[config.mk]
export PLATFORM = sky130hd
export DESIGN_NAME = csr_trap_unit
export DESIGN_NICKNAME = d
export VERILOG_FILES = /design/src/rtl/csr_trap_unit.sv
export SDC_FILE = /design/constraint.sdc
export NUM_CORES = 1
export LEC_CHECK = 0
export CORE_ASPECT_RATIO = 0.8
export CORE_MARGIN = 2
export CORE_UTILIZATION = 35
export CTS_CLUSTER_DIAMETER = 100
export DETAILED_ROUTE_END_ITERATION = 12
export PLACE_DENSITY = 0.54
export SETUP_SLACK_MARGIN = 0.3
export SLEW_MARGIN = 10
export SYNTH_ARGS = -nofsm -noshare
export SYNTH_HDL_FRONTEND = slang
export SYNTH_SLANG_ARGS = --single-unit
export TNS_END_PERCENT = 1
[constraint.sdc]
create_clock -name clk -period 5.95 [get_ports clk]
set_input_delay 1.19 -clock clk [delete_from_list [all_inputs] [get_ports clk]]
set_output_delay 1.19 -clock clk [all_outputs]
set_load 0.005 [all_outputs]
[src/rtl/csr_trap_unit.sv]
// Machine-mode CSR file with ECALL/interrupt trap entry and MRET return.
// A trap entry spends one cycle in TRAP, stalling the core while fetch is redirected.
`timescale 1ns/1ps
module csr_trap_unit #(
  parameter int              XLEN        = 32,
  parameter int              NUM_IRQ     = 4,
  parameter logic [XLEN-1:0] MTVEC_RESET = '0
) (
  input  logic               clk,
  input  logic               rst,
  input  logic [11:0]        csr_addr,
  input  logic [1:0]         csr_op,
  input  logic [XLEN-1:0]    csr_wdata,
  output logic [XLEN-1:0]    csr_rdata,
  input  logic               instr_valid,
  input  logic [XLEN-1:0]    pc_i,
  input  logic               ecall_i,
  input  logic               mret_i,
  input  logic [NUM_IRQ-1:0] irq_i,
  output logic               trap_taken,
  output logic [XLEN-1:0]    trap_pc,
  output logic               stall
);

  localparam logic [0:0] RUN  = 1'b0;
  localparam logic [0:0] TRAP = 1'b1;

  localparam logic [11:0] ADDR_MSTATUS = 12'h300;
  localparam logic [11:0] ADDR_MIE     = 12'h304;
  localparam logic [11:0] ADDR_MTVEC   = 12'h305;
  localparam logic [11:0] ADDR_MEPC    = 12'h341;
  localparam logic [11:0] ADDR_MCAUSE  = 12'h342;
  localparam logic [11:0] ADDR_MIP     = 12'h344;
  localparam logic [11:0] ADDR_MCYCLE  = 12'hB00;

  logic [0:0]         state;
  logic               status_mie;
  logic               status_mpie;
  logic [XLEN-1:0]    mie_r;
  logic [XLEN-1:0]    mtvec;
  logic [XLEN-1:0]    mepc;
  logic [XLEN-1:0]    mcause;
  logic [NUM_IRQ-1:0] mip_irq;
  logic [XLEN-1:0]    mcycle;

  logic               active;
  logic [NUM_IRQ-1:0] irq_en;
  logic               irq_hit;
  logic [4:0]         irq_idx;
  logic [XLEN-1:0]    cause_num;
  logic [XLEN-1:0]    vec_base;
  logic               take_ecall;
  logic               take_irq;
  logic               trap_entry;
  logic               do_mret;
  logic               do_write;
  logic [XLEN-1:0]    mip_val;
  logic [XLEN-1:0]    status_val;
  logic [XLEN-1:0]    wr_val;

  assign active   = rst && instr_valid && (state == RUN);
  assign irq_en   = mip_irq & mie_r[16 +: NUM_IRQ] & {NUM_IRQ{status_mie}};
  assign vec_base = {mtvec[XLEN-1:2], 2'b00};

  // Scan downward so the lowest pending index is the one left standing.
  always_comb begin
    irq_hit = 1'b0;
    irq_idx = '0;
    for (int i = NUM_IRQ - 1; i >= 0; i--) begin
      if (irq_en[i]) begin
        irq_hit = 1'b1;
        irq_idx = 5'(i);
      end
    end
  end

  assign cause_num  = XLEN'(irq_idx) + XLEN'(16);
  assign take_ecall = active && ecall_i;
  assign take_irq   = active && !ecall_i && irq_hit;
  assign trap_entry = take_ecall || take_irq;
  assign do_mret    = active && !trap_entry && mret_i;
  assign do_write   = active && !trap_entry && !do_mret && (csr_op != 2'b00);

  always_comb begin
    mip_val = '0;
    mip_val[16 +: NUM_IRQ] = mip_irq;
    status_val = '0;
    status_val[3] = status_mie;
    status_val[7] = status_mpie;
  end

  always_comb begin
    case (csr_addr)
      ADDR_MSTATUS: csr_rdata = status_val;
      ADDR_MIE:     csr_rdata = mie_r;
      ADDR_MTVEC:   csr_rdata = mtvec;
      ADDR_MEPC:    csr_rdata = mepc;
      ADDR_MCAUSE:  csr_rdata = mcause;
      ADDR_MIP:     csr_rdata = mip_val;
      ADDR_MCYCLE:  csr_rdata = mcycle;
      default:      csr_rdata = '0;
    endcase
  end

  always_comb begin
    case (csr_op)
      2'b01:   wr_val = csr_wdata;
      2'b10:   wr_val = csr_rdata | csr_wdata;
      2'b11:   wr_val = csr_rdata & ~csr_wdata;
      default: wr_val = csr_rdata;
    endcase
  end

  // Vectored mode (mtvec[1:0]==01) offsets only interrupts; mode 1x behaves as direct.
  always_comb begin
    trap_taken = trap_entry || do_mret;
    trap_pc    = '0;
    if (take_irq && mtvec[1:0] == 2'b01)
      trap_pc = vec_base + (cause_num << 2);
    else if (trap_entry)
      trap_pc = vec_base;
    else if (do_mret)
      trap_pc = mepc;
  end

  assign stall = rst && (state == TRAP);

  always_ff @(posedge clk or negedge rst) begin
    if (!rst) begin
      state       <= RUN;
      status_mie  <= 1'b0;
      status_mpie <= 1'b0;
      mie_r       <= '0;
      mtvec       <= MTVEC_RESET;
      mepc        <= '0;
      mcause      <= '0;
    end else begin
      if (state == TRAP)
        state <= RUN;
      else if (trap_entry)
        state <= TRAP;

      if (trap_entry) begin
        mepc        <= pc_i & ~XLEN'(3);
        mcause      <= take_ecall ? XLEN'(11) : ({1'b1, {(XLEN-1){1'b0}}} | cause_num);
        status_mpie <= status_mie;
        status_mie  <= 1'b0;
      end else if (do_mret) begin
        status_mie  <= status_mpie;
        status_mpie <= 1'b1;
      end else if (do_write) begin
        case (csr_addr)
          ADDR_MSTATUS: begin
            status_mie  <= wr_val[3];
            status_mpie <= wr_val[7];
          end
          ADDR_MIE:    mie_r  <= wr_val;
          ADDR_MTVEC:  mtvec  <= wr_val;
          ADDR_MEPC:   mepc   <= wr_val & ~XLEN'(3);
          ADDR_MCAUSE: mcause <= wr_val;
          default: ;
        endcase
      end
    end
  end

  // The cycle counter and interrupt sampling keep running through TRAP.
  always_ff @(posedge clk or negedge rst) begin
    if (!rst) begin
      mcycle  <= '0;
      mip_irq <= '0;
    end else begin
      mip_irq <= irq_i;
      if (do_write && csr_addr == ADDR_MCYCLE)
        mcycle <= wr_val;
      else
        mcycle <= mcycle + XLEN'(1);
    end
  end

endmodule
==> impl_metrics.sql <==
INSERT INTO impl_metrics (metric_group, metric, value, unit) VALUES
('status', 'status', 'finished clean', ''),
('synthesis', 'synth-edff-count', '0', ''),
('cts', 'clkSlewWorstSetupHoldPaths', '0.07', 'ns'),
('synthesis', 'yosysSeqAreaShare', '39.9', '%'),
('hold_path', 'hold_end', 'mie_r[20]', ''),
('synthesis', 'ys_top_cells_by_area', 'sky130_fd_sc_hd__dfrtp_1 (40%), sky130_fd_sc_hd__nand2_1 (8.6%), sky130_fd_sc_hd__o21ai_0 (6.0%)', ''),
('die', 'floorplan.die_area', '30900', 'sq um'),
('setup_path', 'worstRegToRegCells', '7', ''),
('setup_path', 'critical_path.max_fanout', '6', ''),
('placed_design', 'gpl.final_weighted_congestion', '0.872', ''),
('synthesis', 'synthDistinctLibCells', '70', ''),
('timing', 'finalCritPeriodShare', '92.1', '%'),
('routing', 'drt-total-wl', '39500', 'um'),
('routing', 'detailed_routing_iteration_count_for_the_pre_antenna_repair_pass', '5', ''),
('die', 'boundaryPins', '153', ''),
('synthesis', 'yosys.area.top_type_share', '39.9', '%'),
('pwr', 'pwr_density_cell', '210', 'nW/um^2'),
('pwr', 'static-leakage-power', '4.97', 'nW'),
('routing', 'avgRoutedWirePerCell', '23.0', 'um'),
('routing', 'detailroute.via_count', '10093', ''),
('synthesis', 'async_reset_ff_share', '100', '%'),
('synthesis', 'synth_warnings', '0', ''),
('cts', 'max-clock-path-buffers', '2', ''),
('die', 'count_of_standard_cell_rows', '56', ''),
('timing', 'timing.slew.headroom', '34.4', '%'),
('routing', 'ant_nets', '0', ''),
('hold_path', 'hp-class', 'reg2reg', ''),
('cts', 'post_cts_setup_driven_buffer_insertion_count', '0', ''),
('layout', 'highest_count_cells_in_the_layout_ignoring_fill_and_taps', 'sky130_fd_sc_hd__nand2_1 (234), sky130_fd_sc_hd__dfrtp_1 (165), sky130_fd_sc_hd__clkdlybuf4s50_1 (146)', ''),
('synthesis', 'synthesized_area_per_cell', '8.48', 'sq um'),
('job', 'drv.max_cap_violation_count', '0', ''),
('synthesis', 'cell_area_after_synthesis', '10300', 'sq um'),
('timing', 'max_clock_freq', '0.182', 'GHz'),
('layout', 'mostFrequentLayoutCell', 'sky130_fd_sc_hd__nand2_1', ''),
('placed_design', 'portBuffers', '148', ''),
('cts', 'clock_tree_from_tritoncts', 'yes', ''),
('timing', 'worst_hold_margin', '0.483', 'ns'),
('setup_path', 'worstPathArrival', '4.29', 'ns'),
('timing', 'setup_total_negative_slack', '0', 'ns'),
('cts', 'cts-root-buf', 'sky130_fd_sc_hd__clkbuf_16', ''),
('cts', 'clk-insertion-delay-late', '0.44', 'ns'),
('timing', 'timing_worst_slew_pin_value', '0.983', 'ns'),
('setup_path', 'timing.rr.end', 'mie_r[4]', ''),
('layout', 'design.final.nets', '1421', ''),
('synthesis', 'dominantRegCellSynth', 'sky130_fd_sc_hd__dfrtp_1', ''),
('cts', 'cts-htree-levels', '4', ''),
('layout', 'area.growth.synth_to_final', '24.1', '%'),
('setup_path', 'reg2reg_from', 'state', ''),
('synthesis', 'syn_inst', '1219', ''),
('global_route', 'grt_remaining_overflow', '0', ''),
('routing', 'route.detailed.drc', '0', ''),
('hold_path', 'worstHoldPathCells', '2', ''),
('die', 'core_area', '29200', 'sq um'),
('cts', 'tritoncts.num_buffers', '17', ''),
('timing', 'report.final.hold_viol_count', '0', ''),
('setup_path', 'startpoint_type', 'register', ''),
('die', 'die_h', '158', 'um'),
('timing', 'slew_viol_final', '0', ''),
('routing', 'route.detailed.vias_per_inst', '5.87', ''),
('setup_path', 'regToRegSetupSlack', '3.05', 'ns'),
('setup_path', 'timing.critical_path.required', '4.76', 'ns'),
('placed_design', 'hpwl', '26900', 'um'),
('synthesis', 'yosys_register_bits', '165', ''),
('global_route', 'antenna_found_initial', '0', ''),
('layout', 'drive_gt1_share', '7.89', '%'),
('die', 'dieWidth', '196', 'um'),
('timing', 'timing.final.setup_violations', '0', ''),
('die', 'initial_core_util', '35.4', '%'),
('setup_path', 'critical_path_class', 'reg2out', ''),
('synthesis', 'synth.largest_area_cell', 'sky130_fd_sc_hd__dfrtp_1', ''),
('hold_path', 'min_from', 'mie_r[20]', '');
-- metrics by stage --
step                utilization (%)  std cells  cell area [sq um]  power (mW)  worst slack [ns]
floorplan                         -       1220              10300        1.43              1.91
global placement               41.9       1688              12200        1.60             0.416
detailed placement             41.9       1688              12200        1.61             0.409
CTS                            43.9       1720              12800        2.71             0.368
global route                   43.9       1720              12800        2.80             0.277
finish                         43.9       1720              12800        2.69             0.468
-- worst max-delay path by stage --
stage | slack [ns] | endpoint | from
3_3_place_gp | 0.42 | trap_pc[23] | instr_valid
2_1_floorplan | 1.91 | trap_pc[23] | instr_valid
3_5_place_dp | 0.41 | trap_pc[23] | instr_valid
6_report | 0.47 | trap_pc[26] | mie_r[16]
4_1_cts | 0.37 | trap_pc[26] | status_mie
5_1_grt | 0.28 | trap_pc[26] | mie_r[16]
-- power breakdown --
part | internal (mW) | total, mW | switching [mW]
sequential | 1.18 | 1.25 | 0.0658
combinational | 0.156 | 0.348 | 0.191
clock | 0.585 | 1.10 | 0.517
total | 1.92 | 2.69 | 0.774
-- sequential cells by signal, summed over array words and instances (netlist names) --
signal and flops:
mepc 30, mtvec 32, mcause 32, mcycle 32, status_mie 1, state 1
status_mpie 1, mie_r 32, mip_irq 4
-- synthesized netlist by cell type, drive strengths merged (4+ instances only) --
cell type	number
dfrtp	165
mux2	7
nor2	43
a2bb2oi	22
a22oi	13
a21oi	69
a221o	9
nor2b	5
and3	15
clkbuf	61
mux2i	19
nand2	236
o311ai	4
a221oi	29
and4	7
a31oi	5
o21ai	126
o211ai	36
a32oi	5
a32o	24
xor2	25
nand2b	4
buf	41
nor3	14
and2	14
nand4	12
nor4	6
nand3	59
a22o	26
nor3b	6
xnor2	49
inv	17
-- cell families after synthesis --
family          after synthesis  synth area share (%)
mux                          26                  2.60
xor+xnor                     74                  6.27
compound gates              394                  26.3
fa+ha+maj                     4                 0.557
buf+inv                     119                  4.81
other cells                   1                0.0363
simple gates                436                  19.5
flops                       165                  39.9
-- layer usage --
metal | share of wire [%] | track usage [%] | vias to the layer above
met4 | 1.2 | 5.70 | 0
met2 | 43 | 38.7 | 404
met1 | 48 | 37.9 | 4976
met5 | 0 | 0 | -
met3 | 7.7 | 5.39 | 34
li1 | - | - | 4679
-- critical path, stage by stage, from the launching register on --
cell,delay [ns]
sky130_fd_sc_hd__dfrtp_1,0.45
sky130_fd_sc_hd__a22oi_1,0.48
sky130_fd_sc_hd__nand3_1,0.30
sky130_fd_sc_hd__fa_1,0.51
sky130_fd_sc_hd__and3b_1,0.33
sky130_fd_sc_hd__o21bai_1,0.13
sky130_fd_sc_hd__nor4_1,0.32
sky130_fd_sc_hd__buf_4,0.18
sky130_fd_sc_hd__nand2_1,0.21
sky130_fd_sc_hd__o311ai_1,0.37
sky130_fd_sc_hd__clkdlybuf4s50_1,0.56
-- final cells by class --
type / instances / area (sq um)
clock inverters: 15 / 144
inverters: 17 / 63.8
clock buffers: 17 / 425
flip-flops and latches: 165 / 4130
multi-input cells: 936 / 5760
repair buffers: 193 / 1840
fillers: 2939 / 16400
well taps: 377 / 472
-- timing repair --
action | CTS | global route
pin swaps | 0 | 1
resized for setup | 1 | 4
endpoints found under the setup margin | 3 | 4
No activity file was read; power rests on OpenSTA's default activity.
